File: config.mk
export PLATFORM = sky130hd
export DESIGN_NAME = result_display_ctrl
export DESIGN_NICKNAME = d
export VERILOG_FILES = /design/src/rtl/result_display_ctrl.sv
export SDC_FILE = /design/constraint.sdc
export NUM_CORES = 1
export LEC_CHECK = 0
export BUFFER_PORTS_ARGS = -buffer_cell sky130_fd_sc_hd__clkbuf_2
export CAP_MARGIN = 25
export CELL_PAD_IN_SITES_DETAIL_PLACEMENT = 1
export CELL_PAD_IN_SITES_GLOBAL_PLACEMENT = 1
export CORE_UTILIZATION = 51
export DETAILED_ROUTE_END_ITERATION = 6
export GPL_ROUTABILITY_DRIVEN = 1
export PLACE_DENSITY = 0.93
export SYNTH_ARGS = -nofsm -noshare
export SYNTH_HDL_FRONTEND = slang
export SYNTH_SLANG_ARGS = --single-unit
File: constraint.sdc
create_clock -name CLK -period 4.45 [get_ports CLK]
set_clock_uncertainty 0.1 [all_clocks]
set_input_delay 0.2225 -clock CLK [delete_from_list [all_inputs] [get_ports CLK]]
set_output_delay 0.2225 -clock CLK [all_outputs]
set_load 0.005 [all_outputs]
File: src/rtl/result_display_ctrl.sv
// Latches the ALU result on done, converts it to BCD by shift-add-3 and
// scans it onto a 4-digit active-low 7-segment display with sign and blanking.
module result_display_ctrl #(
    parameter int DATA_W      = 8,
    parameter int SIGNED      = 1,
    parameter int REFRESH_DIV = 50000
) (
    input  logic              CLK,
    input  logic              clear_n,
    input  logic              done,
    input  logic [DATA_W-1:0] result,
    output logic [3:0]        an,
    output logic [6:0]        seg,
    output logic              valid,
    output logic              busy
);

    localparam int CW = $clog2(DATA_W + 1);
    localparam int DW = (REFRESH_DIV > 1) ? $clog2(REFRESH_DIV) : 1;

    typedef enum logic [1:0] {
        S_IDLE,
        S_LOAD,
        S_CONVERT,
        S_SHOW
    } state_e;

    state_e            state_q, state_d;
    logic              done_q;
    logic [DATA_W-1:0] res_q, res_d;
    logic [DATA_W-1:0] mag_q, mag_d;
    logic              sign_q, sign_d;
    logic [11:0]       bcd_q, bcd_d;
    logic [CW-1:0]     cnt_q, cnt_d;
    logic [DW-1:0]     div_q, div_d;
    logic [1:0]        idx_q, idx_d;
    logic [3:0]        an_q, an_d;
    logic [6:0]        seg_q, seg_d;
    logic              valid_q, valid_d;
    logic              busy_q, busy_d;

    logic [11:0]       adj;
    logic [6:0]        dig_seg;

    function automatic logic [6:0] hex7(input logic [3:0] v);
        case (v)
            4'd0:    hex7 = 7'b1000000;
            4'd1:    hex7 = 7'b1111001;
            4'd2:    hex7 = 7'b0100100;
            4'd3:    hex7 = 7'b0110000;
            4'd4:    hex7 = 7'b0011001;
            4'd5:    hex7 = 7'b0010010;
            4'd6:    hex7 = 7'b0000010;
            4'd7:    hex7 = 7'b1111000;
            4'd8:    hex7 = 7'b0000000;
            4'd9:    hex7 = 7'b0010000;
            default: hex7 = '1;
        endcase
    endfunction

    always_comb begin
        state_d = state_q;
        res_d   = res_q;
        mag_d   = mag_q;
        sign_d  = sign_q;
        bcd_d   = bcd_q;
        cnt_d   = cnt_q;
        div_d   = div_q;
        idx_d   = idx_q;
        an_d    = 4'b1111;
        seg_d   = '1;
        valid_d = 1'b0;
        busy_d  = 1'b0;

        adj = bcd_q;
        for (int unsigned i = 0; i < 3; i++) begin
            if (bcd_q[4*i +: 4] >= 4'd5) adj[4*i +: 4] = bcd_q[4*i +: 4] + 4'd3;
        end

        case (idx_q)
            2'd0:    dig_seg = hex7(bcd_q[3:0]);
            2'd1:    dig_seg = (bcd_q[11:4] == '0) ? '1 : hex7(bcd_q[7:4]);
            2'd2:    dig_seg = (bcd_q[11:8] == '0) ? '1 : hex7(bcd_q[11:8]);
            default: dig_seg = sign_q ? 7'b0111111 : '1;
        endcase

        // Outputs are decoded from the current state and registered, so they
        // trail the state register by one edge.
        case (state_q)
            S_IDLE: begin
                if (done && !done_q) state_d = S_LOAD;
            end
            S_LOAD: begin
                busy_d = 1'b1;
                if (!done) begin
                    state_d = S_IDLE;
                end else begin
                    res_d   = result;
                    sign_d  = (SIGNED != 0) && result[DATA_W-1];
                    mag_d   = sign_d ? (~result + DATA_W'(1)) : result;
                    bcd_d   = '0;
                    cnt_d   = '0;
                    state_d = S_CONVERT;
                end
            end
            S_CONVERT: begin
                busy_d = 1'b1;
                if (!done) begin
                    state_d = S_IDLE;
                end else begin
                    bcd_d = {adj[10:0], mag_q[DATA_W-1]};
                    mag_d = mag_q << 1;
                    cnt_d = cnt_q + CW'(1);
                    if (cnt_q == CW'(DATA_W - 1)) begin
                        state_d = S_SHOW;
                        div_d   = '0;
                        idx_d   = '0;
                    end
                end
            end
            default: begin
                valid_d = 1'b1;
                an_d    = ~(4'b0001 << idx_q);
                seg_d   = dig_seg;
                if (!done) begin
                    state_d = S_IDLE;
                end else if (result != res_q) begin
                    state_d = S_LOAD;
                end else if (div_q == DW'(REFRESH_DIV - 1)) begin
                    div_d = '0;
                    idx_d = idx_q + 2'd1;
                end else begin
                    div_d = div_q + DW'(1);
                end
            end
        endcase
    end

    always_ff @(posedge CLK or negedge clear_n) begin
        if (!clear_n) begin
            state_q <= S_IDLE;
            done_q  <= 1'b0;
            res_q   <= '0;
            mag_q   <= '0;
            sign_q  <= 1'b0;
            bcd_q   <= '0;
            cnt_q   <= '0;
            div_q   <= '0;
            idx_q   <= '0;
            an_q    <= '1;
            seg_q   <= '1;
            valid_q <= 1'b0;
            busy_q  <= 1'b0;
        end else begin
            state_q <= state_d;
            done_q  <= done;
            res_q   <= res_d;
            mag_q   <= mag_d;
            sign_q  <= sign_d;
            bcd_q   <= bcd_d;
            cnt_q   <= cnt_d;
            div_q   <= div_d;
            idx_q   <= idx_d;
            an_q    <= an_d;
            seg_q   <= seg_d;
            valid_q <= valid_d;
            busy_q  <= busy_d;
        end
    end

    assign an    = an_q;
    assign seg   = seg_q;
    assign valid = valid_q;
    assign busy  = busy_q;

endmodule

Word-level counts from Yosys, hierarchy flattened --
Memory sizes are Yosys's and may differ from the RTL's. Cells that the tools add are included. W data, S select, Z words.
Cells by class: div/mod/pow operators 0, reduce and logical (&&, ||, !) cells 16, multiply operators 0, shift operators 1, $lt $le $gt $ge 3, muxes and demuxes 40, add/subtract/negate cells 7, bitwise operators 3, equal/unequal tests 14
Operator list (number):
- $mux W16 | 5
- $pmux W16 S2 | 1
- $mux W7 | 4
- $mux W12 | 2
- $mux W8 | 3
- $pmux W12 S2 | 1
- $mux W2 | 11
- $pmux W7 S3 | 1
- $mux W4 | 5
- $add A16 B1 Y16 const B | 1
- $eq A16 B16 Y1 const B | 1
- $pmux W8 S2 | 1
- $ge A4 B3 Y1 const B | 3
- $add A4 B2 Y4 const B | 2
- $add A8 B1 Y8 const B | 1
- $logic_not A8 Y1 | 1
- $ne A2 B2 Y1 const B | 4
- $ne A8 B8 Y1 | 1
- $not A8 Y8 | 1
- $pmux W4 S2 | 1
- $pmux W2 S3 | 1
- $reduce_and A3 Y1 | 2
- $ne A5 B1 Y1 const B | 1
- $reduce_and A5 Y1 | 1
- other kinds (23) | 29
Storage, ports and cells: memories 3, ROM bits 336, register bits 67, logic and storage cells 100, input bits 11, bits in latches 0, bits in writable memories 0
Memory list:
- (name not given) | depth 16, bits a word 7, rd ports 1, clocked after memory_dff 0, write ports 0, RTL line 46 | case (v)
- (name not given) | depth 16, bits a word 7, rd ports 1, clocked after memory_dff 0, write ports 0, RTL line 46
- (name not given) | depth 16, bits a word 7, rd ports 1, clocked after memory_dff 0, write ports 0, RTL line 46

Longest topological paths before layout --
Gate-level depths: netlist (run 1).
depth in word-level cells 5, gate-level depth with buffers 9

Least setup slack after synthesis (run 1) --
No wires, ideal clock.
path type register -> register, start register state_q[1], end register div_q[14], cell stages (with the launch flop) 8, arrival time 1.946 ns, data required time 4.284 ns, buffers on the path 1, setup slack 2.338 ns, clock period less this slack 2.112 ns, cell sequence dfrtp_1 inv_1 ha_1 nor4_1 a31oi_1 buf_2 or4b_1 nand2_1
Between the ends: word-level cells in the longest chain between the ends 4, elaborated cells between the ends (all ways) 9, classes of those cells eq/ne (4); mux (1); bitwise (1); reduce/logical (3)
Ends and longest elaborated chain:
- start, declared | RTL line 28 | state_e state_q, state_d;
- start signal, assigned | RTL line 155 | state_q <= state_d;
- $eq A2 B1 Y1 or $logic_not A2 Y1 (tied branches) | RTL line 89 | case (state_q)
- $reduce_or A2 Y1 (no source line)
- $not A1 Y1 (no source line)
- $reduce_and A4 Y1 (no source line)
- end signal, assigned | RTL line 162 | div_q <= div_d;
- end, declared | RTL line 35 | logic [DW-1:0] div_q, div_d;
Parallel ways exist; a longest one is shown, timed or not. A chain may end at the register's enable or synchronous reset.

Worst setup path in the final report (run 1) --
start register state_q[0], end register div_q[14]
Same word-level chain as after synthesis.

==> impl_metrics.ini, run 1 <==
[placed_design]
post_dp_cell_area_sq_um = 4340
dp_hpwl_mm = 7.94
gp_congestion = 0.846
place_ws_ns = 1.76
io_buffers = 23
dp_cells = 566

[critical_path]
crit_slowest_cell = a41oi_1
cp.arrival_ns = 2.94
critPathMaxFanout = 21
crit_required_ns = 4.65
path_cells = inv_1 > ha_1 > buf_4 > nor4_1 > a41oi_1 > or4b_1 > nand2_1
reg2reg_from = state_q[0]
start_kind = flip-flop
end_kind = flip-flop
path_class = reg -> reg
startpoint = state_q[0]
slowest_delay_ns = 0.83

[finish]
area_growth_pct = 10.7
multi_input_area_sq_um = 2300
fin_area_sq_um = 4580
final_nets = 517
nFillCells = 916
diodes = 0
drive_gt1_frac = 0.148
seq_area_sq_um = 1670
final_cell_count_no_fill = 583

[grt]
grt_max_degree = 51
gr-total-overflow = 0
grt_pass1_vias = 3867
grt_pass1_wl_mm = 20.0
antenna_found_initial = 0
grt.total_usage = 0.307

[logic_synthesis]
yosys-top-cells-area = dfrtp_1, ha_1, dfstp_2, o21ai_0, nand2_1
async_flop_share = 1.00
yosys_warnings = 0
synth_area_leader_cell = dfrtp_1
yosys_register_bits = 66
synth_cell_types = 60
seq_area_frac_synth = 0.403
synthTopCellsByCount = dfrtp_1, nand2_1, o21ai_0
synth_edf_count = 0
avgSynthCellArea_sq_um = 9.07
syn_area_sq_um = 4140
synth_cells = 456
synthFlopType = dfrtp_1
synth_top_area_share = 0.333
synth_nets = 497

[outcome]
status = complete, no violations

[floorplan]
core-area_sq_um = 7770
die_area_sq_um = 8480
die_h_um = 92.1
num_rows = 32
num_io_pins = 24
die-width_um = 92.1
initial_core_util = 0.533

[sta]
fin_crit_sh = 0.617
finalSetupViolCount = 0
setup_tns_ns = 0
worstMarginPinSlew_ns = 1.00
fmax_mhz = 364
relSlewSlack = 0.323
rsz0062_at_grt = no
layout_min_cycle_time_ns = 2.74
drv_slew = 0
fin_ws_ns = 1.71
hold_viol = 0

[pwr]
switching_share = 0.381
p_int_mw = 1.33
ir_drop_mv = 0.279
clkPwrFrac = 0.273
sequentialPowerShare = 0.397
p_leak_nw = 1.93
power.density_nw_per_um2 = 470
combPwrFrac = 0.330
p_sw_uw = 819

[cts]
cts_sinks = 66
clk_pin_slew_worst_paths_ns = 0.08
cts_root_buf = clkbuf_8
numCtsBuffers = 9
post_cts_buffers = 0
clockBufferDepth = 2
tritoncts = built
cts_htree_levels = 3
clk_latency_ns = 0.38

[drt]
viasPerCell = 6.31
first_pass_iters = 5
drtIter0Drc = 259
drc = 0
vias = 3681
drt_wl_total_mm = 12.0
wl_per_cell_um = 20.6
drt.antenna.violating_nets = 0

[run]
drv_cap = 0

[worst_hold_path]
hold_path.class = in -> reg
holdCritStartpoint = done
worst max-delay path, delay by kind of cell, from the launching register on:
kind / cells / cell delay, ns
and+or+nand+nor: 3 / 0.73
buffers and inverters: 2 / 0.41
DFF: 1 / 0.43
AOI/OAI and AO/OA: 1 / 0.83
adders and majority gates: 1 / 0.19
registers in the layout, indices dropped and copies added (netlist names), 2 cells and up:
register	count
cnt_q	4
an	4
state_q	2
seg	7
div_q	16
idx_q	2
res_q	8
bcd_q	12
mag_q	8
power by group through the flow:
stage / clock (mW) / sequential, mW / combinational, mW
finish: 0.588 / 0.855 / 0.710
global route: 0.610 / 0.872 / 0.774
CTS: 0.589 / 0.853 / 0.700
detailed placement: 0 / 0.854 / 0.662
global placement: 0 / 0.841 / 0.596
floorplan: 0 / 0.823 / 0.455
kinds of logic after synthesis:
kind of cell,synth area share
AO/OA/AOI/OAI,0.185
XOR/XNOR,0.0339
adder cells (fa/ha/maj),0.0907
buffers and inverters,0.0420
flip-flops,0.403
multiplexers,0.0384
AND/OR/NAND/NOR,0.208
through the flow:
stage          utilization  hold slack [ns]  total power [mW]
3_3_place_gp         0.557           0.0611              1.44
4_1_cts              0.590           0.0481              2.14
2_1_floorplan            -           -0.173              1.28
3_5_place_dp         0.559           0.0726              1.52
6_report             0.590           0.0649              2.15
5_1_grt              0.590           0.0564              2.26
cell type report:
| type | instances | share of cell area |
|---|---|---|
| multi-input combinational | 345 | 0.502 |
| sequential | 66 | 0.364 |
| timing repair buffer | 28 | 0.0355 |
| clock buffer | 10 | 0.0300 |
| tap | 102 | 0.0279 |
| inverter | 26 | 0.0213 |
| clock inverter | 6 | 0.0194 |
worst paths after layout:
| check | slack, ns | cells past startpoint | to |
|---|---|---|---|
| setup / recovery | 1.71 | 7 | div_q[14] |
| hold / removal | 0.06 | 1 | done_q |
| setup reg to reg | 1.71 | 7 | div_q[14] |
| hold reg to reg | 0.40 | 2 | mag_q[4] |
| max in group asynchronous | 3.03 | 3 | bcd_q[9] |
| min in group asynchronous | 0.23 | 2 | bcd_q[3] |
layer usage:
metal	vias to the layer above	global-route usage	wire [um]
met2	123	0.520	6120
met1	1858	0.389	5020
met3	29	0.0539	582
met5	-	0	0
met4	0	0.120	269
li1	1671	-	-
layout by cell type, fill, tap and decap left out, types with 9 or more instances in the layout:
master | synthesis | layout
a21oi_1 | 23 | 23
clkbuf_2 | 0 | 22
clkbuf_8 | 0 | 10
dfrtp_1 | 55 | 55
dfstp_2 | 11 | 11
ha_1 | 30 | 30
inv_1 | 25 | 25
nand2_1 | 55 | 55
nand2b_1 | 13 | 13
nand3_1 | 12 | 12
nor2_1 | 25 | 25
o21ai_0 | 51 | 50
xor2_1 | 9 | 9
repair_timing:
item                      in CTS  in global routing
hold buffers                   1                  0
hold endpoints to repair      10                  0
resized for setup              0                  0
Power figures use the tool's default switching activity.
==> inputs of run 2 (changes only) <==
--- a/config.mk
+++ b/config.mk
@@ -9,10 +9,10 @@
 export CAP_MARGIN = 25
 export CELL_PAD_IN_SITES_DETAIL_PLACEMENT = 1
 export CELL_PAD_IN_SITES_GLOBAL_PLACEMENT = 1
-export CORE_UTILIZATION = 51
+export CORE_UTILIZATION = 47
 export DETAILED_ROUTE_END_ITERATION = 6
 export GPL_ROUTABILITY_DRIVEN = 1
-export PLACE_DENSITY = 0.93
+export PLACE_DENSITY = 0.87
 export SYNTH_ARGS = -nofsm -noshare
 export SYNTH_HDL_FRONTEND = slang
 export SYNTH_SLANG_ARGS = --single-unit
==> constraint.sdc (replaced) <==
create_clock -name CLK -period 2.75 [get_ports CLK]
set_clock_uncertainty 0.1 [all_clocks]
set_input_delay 0.1375 -clock CLK [delete_from_list [all_inputs] [get_ports CLK]]
set_output_delay 0.1375 -clock CLK [all_outputs]
set_load 0.005 [all_outputs]
==> run 2 against run 1 <==
  * Total power increased by 59%
  * Die area increased by 8.3%
  * Largest cell class unchanged
  * Fmax is 7.1% higher
  * Largest power group unchanged
  * Worst setup slack worse by 1.5 ns
  * Combinational power increased by 56%
  * Clock power increased by 62%
  * Non-clock buffer count grew 6
==> impl_metrics.ini, run 2 (same netlist as run 1, synthesis figures left out) <==
[outcome]
status = complete, no violations

[critical_path]
crit_slowest_cell = o311ai_0
cp.arrival_ns = 2.67
slowest_delay_ns = 0.46
reg2reg_from = state_q[0]
rrSetupSlack_ns = 0.19
crit_required_ns = 2.86
end_kind = flip-flop
rr_endpoint = div_q[15]
startpoint = state_q[0]
path_cells = inv_1 > ha_1 > nand2b_1 > nor4_4 > a31oi_2 > o311ai_0 > o41ai_1
start_kind = flip-flop
critPathMaxFanout = 12
path_class = reg -> reg
reg2reg_depth = 7

[floorplan]
num_io_pins = 24
die_h_um = 95.8
core-area_sq_um = 8380
initial_core_util = 0.494
die_area_sq_um = 9180
die-width_um = 95.8
num_rows = 33

[cts]
clk_pin_slew_worst_paths_ns = 0.08
tritoncts = built
clk_latency_ns = 0.35
post_cts_buffers = 0
cts_htree_levels = 3
numCtsBuffers = 9
clockBufferDepth = 2
cts_root_buf = clkbuf_8
cts_sinks = 66

[sta]
worstMarginPinSlew_ns = 0.795
fin_crit_sh = 0.932
hold_viol = 0
layout_min_cycle_time_ns = 2.56
fmax_mhz = 390
whs_ns = 0.0258
drv_slew = 0
fin_ws_ns = 0.188
relSlewSlack = 0.463
setup_tns_ns = 0
finalSetupViolCount = 0

[grt]
grt_max_degree = 29
grt.total_usage = 0.270
antenna_found_initial = 0
gr-total-overflow = 0
grt_pass1_wl_mm = 18.8
grt_pass1_vias = 3745

[placed_design]
place_ws_ns = 0.176
gp_congestion = 0.871
io_buffers = 23
dp_hpwl_mm = 7.77

[finish]
mostFrequentLayoutCells = nand2_1, dfrtp_1, o21ai_0
largest_register_ffs = 16
area_growth_pct = 12.8
top_register = div_q
final_nets = 523
drive_gt1_frac = 0.162
reg_top3 = div_q x16, bcd_q x12
diodes = 0

[drt]
wl_met3_um = 317
first_pass_iters = 5
wl_met2_mm = 5.59
wl_per_cell_um = 18.7
viasPerCell = 5.98
drt_wl_total_mm = 11.1
drt.antenna.violating_nets = 0
drt-met1-wl_mm = 5.04
drc = 0
drtIter0Drc = 170
topRoutingLayerUsed = met4
vias = 3541

[worst_hold_path]
holdCritStartpoint = result[3]
holdPathStages = 2
min_to = res_q[3]
hold_path.class = in -> reg

[pwr]
ir_drop_mv = 0.394
p_leak_nw = 1.96
power.density_nw_per_um2 = 734
total_power_mw = 3.43

[run]
drv_cap = 0
## run 2: per-stage QoR
| stage | cell area [sq um] | cells | utilization |
|---|---|---|---|
| 3_3_place_gp | 4390 | 574 | 0.524 |
| 5_1_grt | 4670 | 592 | 0.557 |
| 6_report | 4670 | 592 | 0.557 |
| 3_5_place_dp | 4390 | 574 | 0.524 |
| 2_1_floorplan | 4140 | 456 | - |
| 4_1_cts | 4640 | 592 | 0.553 |
## run 2: worst max path at each step
stage	endpoint	slack [ns]	cells past startpoint
after floorplan	div_q[14]	0.64	7
after global placement	div_q[14]	0.36	6
after detailed placement	div_q[8]	0.18	6
after CTS	div_q[14]	0.15	6
after global routing	div_q[8]	-0.04	7
final	div_q[15]	0.19	7
## run 2: report_power, final
group	leakage [nW]	internal [mW]	total [mW]	switching [mW]
Sequential	0.829	1.20	1.36	0.165
Combinational	1.03	0.436	1.11	0.676
Clock	0.101	0.535	0.953	0.418
Total	1.96	2.17	3.43	1.26
## run 2: repair_timing
| action | in CTS | in global routing |
|---|---|---|
| endpoints found under the hold margin | 17 | 0 |
| endpoints found under the setup margin | 0 | 10 |
| hold buffers | 2 | 0 |
| resized for setup | 0 | 4 |
## run 2: worst max-delay path, delay by kind of cell, from the launching register on
family,cells,cell delay (ns)
flops,1,0.41
compound gates,3,0.96
simple gates,2,0.61
fa+ha+maj,1,0.26
buf+inv,1,0.10
## run 2: cell type report
type,instances,area (sq um)
clock buffer,10,138
clock inverter,6,90.1
fill,977,3710
inverter,26,97.6
multi-input combinational,345,2330
sequential,66,1670
tap,105,131
timing repair buffer,34,215
## run 2: routing by layer
metal	vias to the layer above	track usage
met4	0	0.107
met1	1776	0.343
met2	72	0.461
met5	-	0
li1	1681	-
met3	12	0.0411
